==> config.mk <==
export PLATFORM = sky130hd
export DESIGN_NAME = fetch_redirect_stage
export DESIGN_NICKNAME = d
export VERILOG_FILES = /design/src/rtl/fetch_redirect_stage.sv
export SDC_FILE = /design/constraint.sdc
export NUM_CORES = 1
export LEC_CHECK = 0
export BUFFER_PORTS_ARGS = -buffer_cell sky130_fd_sc_hd__buf_2
export CORE_ASPECT_RATIO = 0.7
export CORE_MARGIN = 2
export CORE_UTILIZATION = 25
export CTS_CLUSTER_SIZE = 40
export DETAILED_ROUTE_END_ITERATION = 12
export GPL_ROUTABILITY_DRIVEN = 0
export GPL_TIMING_DRIVEN = 0
export PLACE_DENSITY = 0.42
export SLEW_MARGIN = 10
export SYNTH_ARGS = -nofsm -noshare
export SYNTH_HDL_FRONTEND = slang
export SYNTH_SLANG_ARGS = --single-unit
==> constraint.sdc <==
create_clock -name clk -period 8.2 [get_ports clk]
set_clock_uncertainty 0.2 [all_clocks]
set_input_delay 0.82 -clock clk [delete_from_list [all_inputs] [get_ports clk]]
set_output_delay 0.82 -clock clk [all_outputs]
set_load 0.01 [all_outputs]
==> src/rtl/fetch_redirect_stage.sv <==
// Fetch stage: owns the PC, requests imem over req/ack, fills IF/ID with a one-entry skid.
// Optional FETCH_FLUSH_CNT_EN adds a free-running count of redirect cycles.
module fetch_redirect_stage #(
  parameter logic [31:0] RESET_PC = 32'h0000_0000,
  parameter logic [31:0] NOP_INST = 32'h0000_0013
) (
  input  logic        clk,
  input  logic        rst,
  input  logic        stall,
  input  logic        br_taken,
  input  logic [31:0] br_target,
  output logic        imem_req,
  output logic [31:0] imem_addr,
  input  logic        imem_ack,
  input  logic [31:0] imem_rdata,
  output logic        if_id_valid,
  output logic [31:0] if_id_pc,
  output logic [31:0] if_id_inst
`ifdef FETCH_FLUSH_CNT_EN
  ,
  output logic [31:0] flush_count
`endif
);

  typedef enum logic [1:0] {
    IDLE,
    FETCH,
    DISCARD,
    HOLD
  } state_t;

  typedef struct packed {
    logic [31:0] pc;
    logic [31:0] inst;
  } slot_t;

  state_t      state;
  state_t      state_nx;
  logic [31:0] pc;
  logic [31:0] hold_addr;
  logic [31:0] tgt;
  slot_t       skid;
  logic        skid_valid;
  logic        in_fetch;
  logic        in_hold;
  logic        in_discard;
  logic        blocked;
  logic        ack_ok;
  logic        deliver;
  logic        to_skid;
  logic        from_skid;

  assign tgt        = br_target & ~32'h3;
  assign in_fetch   = (state == FETCH);
  assign in_hold    = (state == HOLD);
  assign in_discard = (state == DISCARD);
  assign blocked    = if_id_valid && stall;
  assign ack_ok     = in_fetch && imem_ack && !br_taken;
  assign deliver    = ack_ok && !blocked;
  assign to_skid    = ack_ok && blocked;
  assign from_skid  = in_hold && !stall && !br_taken;

  always_ff @(posedge clk or posedge rst) begin
    if (rst) state <= IDLE;
    else     state <= state_nx;
  end

  always_comb begin
    state_nx = state;
    if (br_taken) begin
      if ((in_fetch || in_discard) && !imem_ack)
        state_nx = DISCARD;
      else
        state_nx = FETCH;
    end else begin
      unique case (1'b1)
        (state == IDLE): state_nx = FETCH;
        in_fetch:        state_nx = to_skid ? HOLD : FETCH;
        in_hold:         state_nx = stall ? HOLD : FETCH;
        in_discard:      state_nx = imem_ack ? FETCH : DISCARD;
        default:         state_nx = IDLE;
      endcase
    end
  end

  always_comb begin
    imem_req  = 1'b0;
    imem_addr = pc;
    unique case (state)
      FETCH:   imem_req = 1'b1;
      DISCARD: begin
        imem_req  = 1'b1;
        imem_addr = hold_addr;
      end
      default: imem_req = 1'b0;
    endcase
  end

  always_ff @(posedge clk or posedge rst) begin
    if (rst) begin
      pc        <= RESET_PC;
      hold_addr <= RESET_PC;
    end else begin
      if (in_fetch) hold_addr <= pc;
      if (br_taken)    pc <= tgt;
      else if (ack_ok) pc <= pc + 32'd4;
    end
  end

  always_ff @(posedge clk or posedge rst) begin
    if (rst) begin
      skid_valid <= 1'b0;
      skid       <= '0;
    end else if (br_taken) begin
      skid_valid <= 1'b0;
    end else if (to_skid) begin
      skid_valid <= 1'b1;
      skid       <= '{pc: pc, inst: imem_rdata};
    end else if (from_skid) begin
      skid_valid <= 1'b0;
    end
  end

  // Redirect beats stall; stall holds IF/ID otherwise.
  always_ff @(posedge clk or posedge rst) begin
    if (rst) begin
      if_id_valid <= 1'b0;
      if_id_pc    <= '0;
      if_id_inst  <= NOP_INST;
    end else if (br_taken) begin
      if_id_valid <= 1'b0;
      if_id_inst  <= NOP_INST;
    end else if (deliver) begin
      if_id_valid <= 1'b1;
      if_id_pc    <= pc;
      if_id_inst  <= imem_rdata;
    end else if (from_skid) begin
      if_id_valid <= skid_valid;
      if_id_pc    <= skid.pc;
      if_id_inst  <= skid_valid ? skid.inst : NOP_INST;
    end else if (!stall) begin
      if_id_valid <= 1'b0;
      if_id_inst  <= NOP_INST;
    end
  end

`ifdef FETCH_FLUSH_CNT_EN
  always_ff @(posedge clk or posedge rst) begin
    if (rst)           flush_count <= '0;
    else if (br_taken) flush_count <= flush_count + 32'd1;
  end
`else
`endif

endmodule

==> flow_summary.toml, run 1 <==
[run_status]
outcome = "completed"

[setup_path]
startpoint_type = "flip-flop"
crit_path_end_kind = "output pin"
path_max_fanout = 10
reg2reg_slack_ns = 5.44
reg2reg_depth = 8
arrival_ns = 2.77
timing.rr.start = "state[1]"
r2r-end = "if_id_pc[21]"
crit_type = "reg2out"
required_ns = 7.18

[logic_synthesis]
ys_dominant_reg_cell = "dfrtp_1"
synth_edf_count = 0
ys_seq_area_frac = 0.542
netlist_area_um2 = 8690
ys_types = 51
synth_seq_cells = 188
async_reset_ff_frac = 1.00
synth_cells = 727
synth.avg_cell_area_um2 = 12.0
ys_warn_count = 0

[drt]
drt_iter0_markers = 404
via_per_inst = 4.62
wl_per_cell_um = 19.1
vias = 6445
drtAntennaViolNets = 0
dr.pass1.iters = 4
drt_wl_total_um = 26700
drc_errors = 0

[timing]
finalHoldViolCount = 0
tightest_slew_ns = 0.882
setup_viol = 0
fin_crit_ns = 3.79
grt_setup_unrepaired = "no"
fin_ws_ns = 4.41
slew_violations = 0
period_share = 0.462
timing.slew.headroom = 0.411
fmax_mhz = 264

[clock_tree]
cts_resized = 0
clock_latency_ns = 0.45
clkSinkCount = 188
postCtsSetupBuffers = 0
cts_buffers = 17
cts_hold_buffers = 0
clockBufferDepth = 2
root_buffer = "clkbuf_16"
cts_tree = "yes"
h-tree-depth = 4
clk_pin_slew_worst_paths_ns = 0.07

[layout]
final_nets = 983
design_area_um2 = 10700
area_growth_pct = 23.5
n_fill_cell = 3574
drive_above_1_share = 0.375

[place]
post-place-ws_ns = 4.89
io_buffers = 159
dp_hpwl_um = 18500
placed_area_um2 = 10100

[floorplanning]
start_util = 0.252
fp.dieW_um = 227
num_rows = 57
die-area_um2 = 36300
floorplan.io_pins = 167
core_area_um2 = 34400
die_h_um = 160

[grt]
gr-total-overflow = 0
grt_use_total = 0.150
grt_max_degree = 108
grt_antenna_before_repair = 2
grt_pass1_vias = 6463
grt_pass1_wl_um = 40600

[pwr]
peakVddDrop_uv = 118
leakagePower_nw = 4.92
pwr_density_cell_nw_per_um2 = 296

[worst_hold_path]
hold_class = "in2async"

[run]
max_cap_viol_count = 0
[cells by family after synthesis]
family	synth area share
buffers and inverters	0.0392
AND/OR/NAND/NOR	0.114
AO/OA/AOI/OAI	0.0959
multiplexers	0.191
adder cells (fa/ha/maj)	0.00720
other	0.000432
XOR/XNOR	0.0101
flip-flops	0.542
[cell type report]
type                            instances  area [um2]  share of cell area
Inverter                                8        37.5             0.00350
Sequential cell                       188        4710               0.439
Timing Repair Buffer                  160         823              0.0767
Clock buffer                           20         447              0.0416
Antenna cell                            1        2.50            0.000233
Multi-Input combinational cell        468        3650               0.340
Tap cell                              472         591              0.0550
Buffer                                 66         310              0.0289
Clock inverter                         12         163              0.0152
[worst max-delay path: stages, from the launching register on]
cell and delay [ns]:
dfrtp_1 0.40, inv_1 0.09, ha_1 0.14, clkbuf_1 0.42
buf_1 0.67, mux2_2 0.44, buf_2 0.15
[state kept, by name, summed over array words and instances (netlist names)]
| signal | flops |
|---|---|
| skid | 62 |
| if_id_inst | 32 |
| pc | 30 |
| if_id_pc | 30 |
| skid_valid | 1 |
| if_id_valid | 1 |
| hold_addr | 30 |
| state | 2 |
[worst max path at each step]
stage / end / cells past startpoint / from / slack, ns
finish: imem_addr[25] / 6 / state[0] / 4.41
global route: imem_addr[25] / 6 / state[0] / 4.22
CTS: imem_addr[25] / 6 / state[0] / 4.38
detailed placement: imem_addr[21] / 6 / state[0] / 4.89
global placement: hold_addr[24] / 2 / rst / -0.83
floorplan: hold_addr[10] / 1 / rst / 2.07
[synth_stat cells (12+ instances only)]
| master | number | area [um2] |
|---|---|---|
| buf_2 | 22 | 110 |
| and3_1 | 35 | 219 |
| nor2_1 | 16 | 60.1 |
| mux2i_1 | 31 | 310 |
| nand2_1 | 62 | 233 |
| dfrtp_1 | 185 | 4630 |
| clkbuf_1 | 28 | 105 |
| nand3_1 | 14 | 70.1 |
| mux2_2 | 115 | 1290 |
| nand4_1 | 12 | 75.1 |
| o21ai_0 | 48 | 240 |
| a221o_1 | 30 | 300 |
[cells in the final DEF, fill, tap and decap left out, types with 3 or more instances in the layout]
cell / Yosys / final
dfrtp_1: 185 / 185
buf_2: 22 / 181
mux2_2: 115 / 115
nand2_1: 62 / 62
o21ai_0: 48 / 48
and3_1: 35 / 35
mux2i_1: 31 / 31
clkbuf_1: 28 / 30
a221o_1: 30 / 30
clkbuf_16: 0 / 17
nor2_1: 16 / 16
nand3_1: 14 / 14
nand4_1: 12 / 12
or4_1: 11 / 11
a31oi_1: 10 / 10
o31ai_1: 9 / 9
and4_1: 8 / 8
buf_4: 7 / 7
inv_1: 8 / 7
buf_1: 7 / 7
xor2_1: 7 / 7
mux2_1: 5 / 5
nor2b_1: 5 / 5
ha_1: 5 / 5
a21oi_1: 4 / 4
a22oi_1: 4 / 4
conb_1: 1 / 4
clkinv_4: 0 / 4
xnor2_1: 3 / 3
o211ai_1: 3 / 3
bufinv_16: 0 / 3
dfstp_2: 3 / 3
[per-layer routing]
layer  vias up  GRT usage  routed length (um)
met5         -          0                   0
met2       124      0.219               11500
met3        10     0.0436                1410
met1      3289      0.220               13500
met4         0     0.0278                 177
li1       3022          -                   -
[power breakdown]
part	switching [mW]	internal [mW]	leakage (nW)
sequential	0.168	1.24	2.37
clock	0.392	0.492	0.291
combinational	0.459	0.430	2.26
total	1.02	2.16	4.92
[per-stage QoR]
stage | utilization | hold slack [ns] | total power [mW] | setup TNS (ns) | instances
floorplan | - | 0.249 | 1.97 | 0 | 730
global placement | 0.293 | 0.259 | 2.32 | -148.31 | 1361
detailed placement | 0.294 | 0.269 | 2.33 | 0 | 1362
CTS | 0.312 | 0.260 | 3.24 | 0 | 1394
global route | 0.312 | 0.291 | 3.38 | 0 | 1394
finish | 0.312 | 0.250 | 3.18 | 0 | 1395
Note: power is estimated with default switching activity, not from simulation.
==> run 2, diff against run 1 <==
- clock period: 8.2 -> 3.8 ns (I/O delays scaled with it)
==> flow_summary.toml, run 2 (synthesis results as in run 1) <==
[clock_tree]
clkSinkCount = 188
cts_tree = "yes"
clk_pin_slew_worst_paths_ns = 0.07
cts_resized = 0
cts_buffers = 17
clockBufferDepth = 2
postCtsSetupBuffers = 0
h-tree-depth = 4
clock_latency_ns = 0.45
root_buffer = "clkbuf_16"

[setup_path]
crit_path_end_kind = "output pin"
reg2reg_depth = 7
critPathLaunch = "state[0]"
arrival_ns = 2.69
cp-endpoint = "imem_addr[25]"
required_ns = 3.22
reg2reg_slack_ns = 1.01
path_max_fanout = 10
r2r-end = "skid[7]"
startpoint_type = "flip-flop"
crit_type = "reg2out"
timing.rr.start = "state[1]"

[layout]
largest-register = "skid"
drive_above_1_share = 0.354
diodes = 0
largest_reg_flops = 62
design_area_um2 = 11400
layout_commonest_cell = "dfrtp_1"
utilization = 0.331
final_nets = 1046
fin_cells = 1456
layout_common_cells = "dfrtp_1 (185), buf_2 (181), mux2_2 (115)"
area_growth_pct = 31.1
reg.largest.list = "skid x62, if_id_inst x32"

[grt]
grt_max_degree = 36
grt_use_total = 0.153
grt_pass1_vias = 6771
grt_pass1_wl_um = 41500
gr-total-overflow = 0
grt_antenna_before_repair = 0

[place]
io_buffers = 159
post-place-ws_ns = 0.936
dp_hpwl_um = 18900
placed_area_um2 = 10200
dp_cells = 1366

[timing]
fin_ws_ns = 0.527
timing.slew.headroom = 0.434
setup_viol = 0
tightest_slew_ns = 0.849
grt_setup_unrepaired = "no"
tns_ns = 0
finalHoldViolCount = 0
whs_ns = 0.0327
fmax_mhz = 306
period_share = 0.861
fin_crit_ns = 3.27
slew_violations = 0

[floorplanning]
die_h_um = 160
num_rows = 57
floorplan.io_pins = 167
die-area_um2 = 36300
start_util = 0.252
core_area_um2 = 34400
fp.dieW_um = 227

[drt]
vias = 6648
wl_per_cell_um = 18.5
drc_errors = 0
drt_iter0_markers = 347
dr.pass1.iters = 5
drtAntennaViolNets = 0
drt_wl_total_um = 26900
via_per_inst = 4.57

[pwr]
pwr_density_cell_nw_per_um2 = 609
finalPower_mw = 6.94
leakagePower_nw = 5.20
peakVddDrop_uv = 301

[worst_hold_path]
hold_start = "br_target[31]"
hold_class = "in2reg"

[run]
max_cap_viol_count = 0

[run_status]
outcome = "completed"
==> run 2: cell count changes in the layout (fill, tap and decap cells not counted) <==
cell / delta
diode_2: -1
clkbuf_1: +1
buf_12: +5
clkinv_2: +1
inv_8: -1
buf_16: -1
dlygate4sd3_1: +59
clkinv_4: -3
bufinv_16: +1
==> run 2: worst min path at each step <==
| stage | end | slack, ns | cells after the start |
|---|---|---|---|
| final | pc[31] | 0.03 | 3 |
| after global placement | skid[3] | 0.26 | 1 |
| after CTS | pc[31] | 0.005 | 3 |
| after detailed placement | skid[5] | 0.27 | 1 |
| after global routing | pc[31] | 0.007 | 3 |
| after floorplan | skid[3] | 0.25 | 1 |
==> run 2: area by class of cell <==
class / instances / area, um2
plain buffers: 66 / 310
clock buffers: 21 / 450
multi-input cells: 468 / 3650
well taps: 472 / 591
inverters: 8 / 33.8
flip-flops and latches: 188 / 4710
fillers: 3521 / 23100
repair buffers: 223 / 1490
clock inverters: 10 / 164
==> run 2: power breakdown <==
group / internal [mW] / total [mW] / switching (mW)
registers: 2.67 / 3.03 / 0.360
logic: 0.974 / 1.97 / 1.00
clock network: 1.12 / 1.93 / 0.809
==> run 2: routing by layer <==
metal	global-route usage	vias up	part of all wire
li1	-	3147	-
met5	0	-	0
met1	0.221	3344	0.50
met2	0.223	139	0.43
met4	0.0431	0	0.013
met3	0.0418	18	0.051
==> run 2: timing repair <==
| item | 4_1_cts | 5_1_grt |
|---|---|---|
| hold endpoints to repair | 117 | 0 |
| hold buffers | 59 | 0 |
| setup endpoints to repair | 0 | 0 |
==> run 2: critical path: stages (launching register included) <==
cell and delay, ns:
dfrtp_1 0.41, inv_1 0.09, ha_1 0.14, clkbuf_1 0.40, buf_1 0.63, mux2_2 0.43, buf_2 0.15
==> run 3, diff against run 2 <==
- REMOVE_ABC_BUFFERS: not set -> 1
==> flow_summary.toml, run 3 (synthesis results as in run 1) <==
[clock_tree]
postCtsSetupBuffers = 0
cts_buffers = 17
clkSinkCount = 188
h-tree-depth = 4
cts_tree = "yes"
clockBufferDepth = 2
root_buffer = "clkbuf_16"
clk_pin_slew_worst_paths_ns = 0.08
clock_latency_ns = 0.45

[timing]
slew_violations = 0
grt_setup_unrepaired = "no"
tightest_slew_ns = 1.18
fmax_mhz = 302
whs_ns = 0.0888
fin_ws_ns = 0.484
fin_crit_ns = 3.32
timing.slew.headroom = 0.214
period_share = 0.873
finalHoldViolCount = 0
setup_viol = 0

[drt]
drtAntennaViolNets = 0
drt_wl_total_um = 24400
dr.pass1.iters = 4
drc_errors = 0
wl_per_cell_um = 17.3
vias = 6351
via_per_inst = 4.49
drt_iter0_markers = 309

[layout]
area_growth_pct = 30.8
largest_reg_flops = 62
largest-register = "skid"
reg.largest.list = "skid x62, if_id_inst x32"
drive_above_1_share = 0.365
layout_commonest_cell = "dfrtp_1"
fin_cells = 1413
layout_common_cells = "dfrtp_1 (185), buf_2 (160), mux2_2 (115)"
final_nets = 1001

[worst_hold_path]
hold_class = "in2reg"
min_to = "state[1]"
hold_depth = 2
hold_start = "imem_ack"

[setup_path]
worstPathCellList = "inv_1, ha_2, buf_12, and4_1, nand4_1, o41a_1, a221o_1"
timing.rr.start = "state[1]"
reg2reg_depth = 7
reg2reg_slack_ns = 0.48
crit_path_end_kind = "flip-flop"
r2r-end = "pc[28]"
worst_path_max_delay_cell = "nand4_1"
crit_type = "reg2reg"
startpoint_type = "flip-flop"
arrival_ns = 3.46
path_max_fanout = 28
max_stage_delay_ns = 0.63
required_ns = 3.94

[grt]
grt_pass1_wl_um = 38400
grt_pass1_vias = 6383
grt_antenna_before_repair = 2
gr-total-overflow = 0
grt_use_total = 0.140
grt_max_degree = 96

[place]
io_buffers = 160
dp_hpwl_um = 16600
dp_cells = 1317
post-place-ws_ns = 0.0652

[pwr]
pwr_density_cell_nw_per_um2 = 610
peakVddDrop_uv = 262
leakagePower_nw = 5.13
finalPower_mw = 6.93

[floorplanning]
num_rows = 57
die_h_um = 160
fp.dieW_um = 227
floorplan.io_pins = 167
die-area_um2 = 36300
start_util = 0.252
core_area_um2 = 34400

[run]
max_cap_viol_count = 0

[run_status]
outcome = "completed"
==> run 3: per-layer routing <==
metal,part of all wire,track usage,up-vias,wire length (um)
li1,-,-,3066,-
met1,0.52,0.205,3159,12600
met2,0.43,0.204,109,10500
met3,0.045,0.0359,15,1110
met4,0.0087,0.0350,2,212
met5,0.00029,0,-,7
==> run 3: through the flow <==
stage / TNS (ns) / utilization / instance area [um2]
2_1_floorplan: -583.58 / - / 8390
3_3_place_gp: -1665.54 / 0.284 / 9780
3_5_place_dp: 0 / 0.294 / 10100
4_1_cts: 0 / 0.330 / 11400
5_1_grt: 0 / 0.330 / 11400
6_report: 0 / 0.330 / 11400
==> run 3: worst max-delay path by stage <==
stage / cells after the start / end / start / slack (ns)
3_5_place_dp: 7 / if_id_inst[26] / br_taken / 0.07
6_report: 7 / pc[28] / state[1] / 0.48
3_3_place_gp: 5 / if_id_pc[5] / state[1] / -9.61
5_1_grt: 7 / pc[28] / state[1] / 0.24
2_1_floorplan: 5 / if_id_pc[10] / state[1] / -3.49
4_1_cts: 7 / pc[28] / state[1] / 0.42
==> run 3: what timing repair did <==
| item | CTS | global route |
|---|---|---|
| hold endpoints to repair | 185 | 0 |
| hold buffers | 63 | 0 |
| gates resized for setup | 0 | 0 |
==> run 3: power by group <==
| group | switching [mW] | internal, mW |
|---|---|---|
| combinational | 0.957 | 1.01 |
| sequential | 0.369 | 2.67 |
| clock | 0.875 | 1.05 |
==> run 3: final cells by class <==
cell class | instances | area, um2
diodes | 1 | 2.50
clock buffers | 18 | 429
clock inverters | 14 | 184
fillers | 3474 | 23100
inverters | 8 | 37.5
multi-input cells | 468 | 3670
flip-flops and latches | 188 | 4710
well taps | 472 | 591
repair buffers | 244 | 1740
==> run 3: worst max-delay path, delay by kind of cell, from the launching register on <==
kind                       cells  cell delay, ns
and+or+nand+nor                2            0.96
AOI/OAI and AO/OA              2            0.87
buffers and inverters          2            0.35
DFF                            1            0.40
adders and majority gates      1            0.41
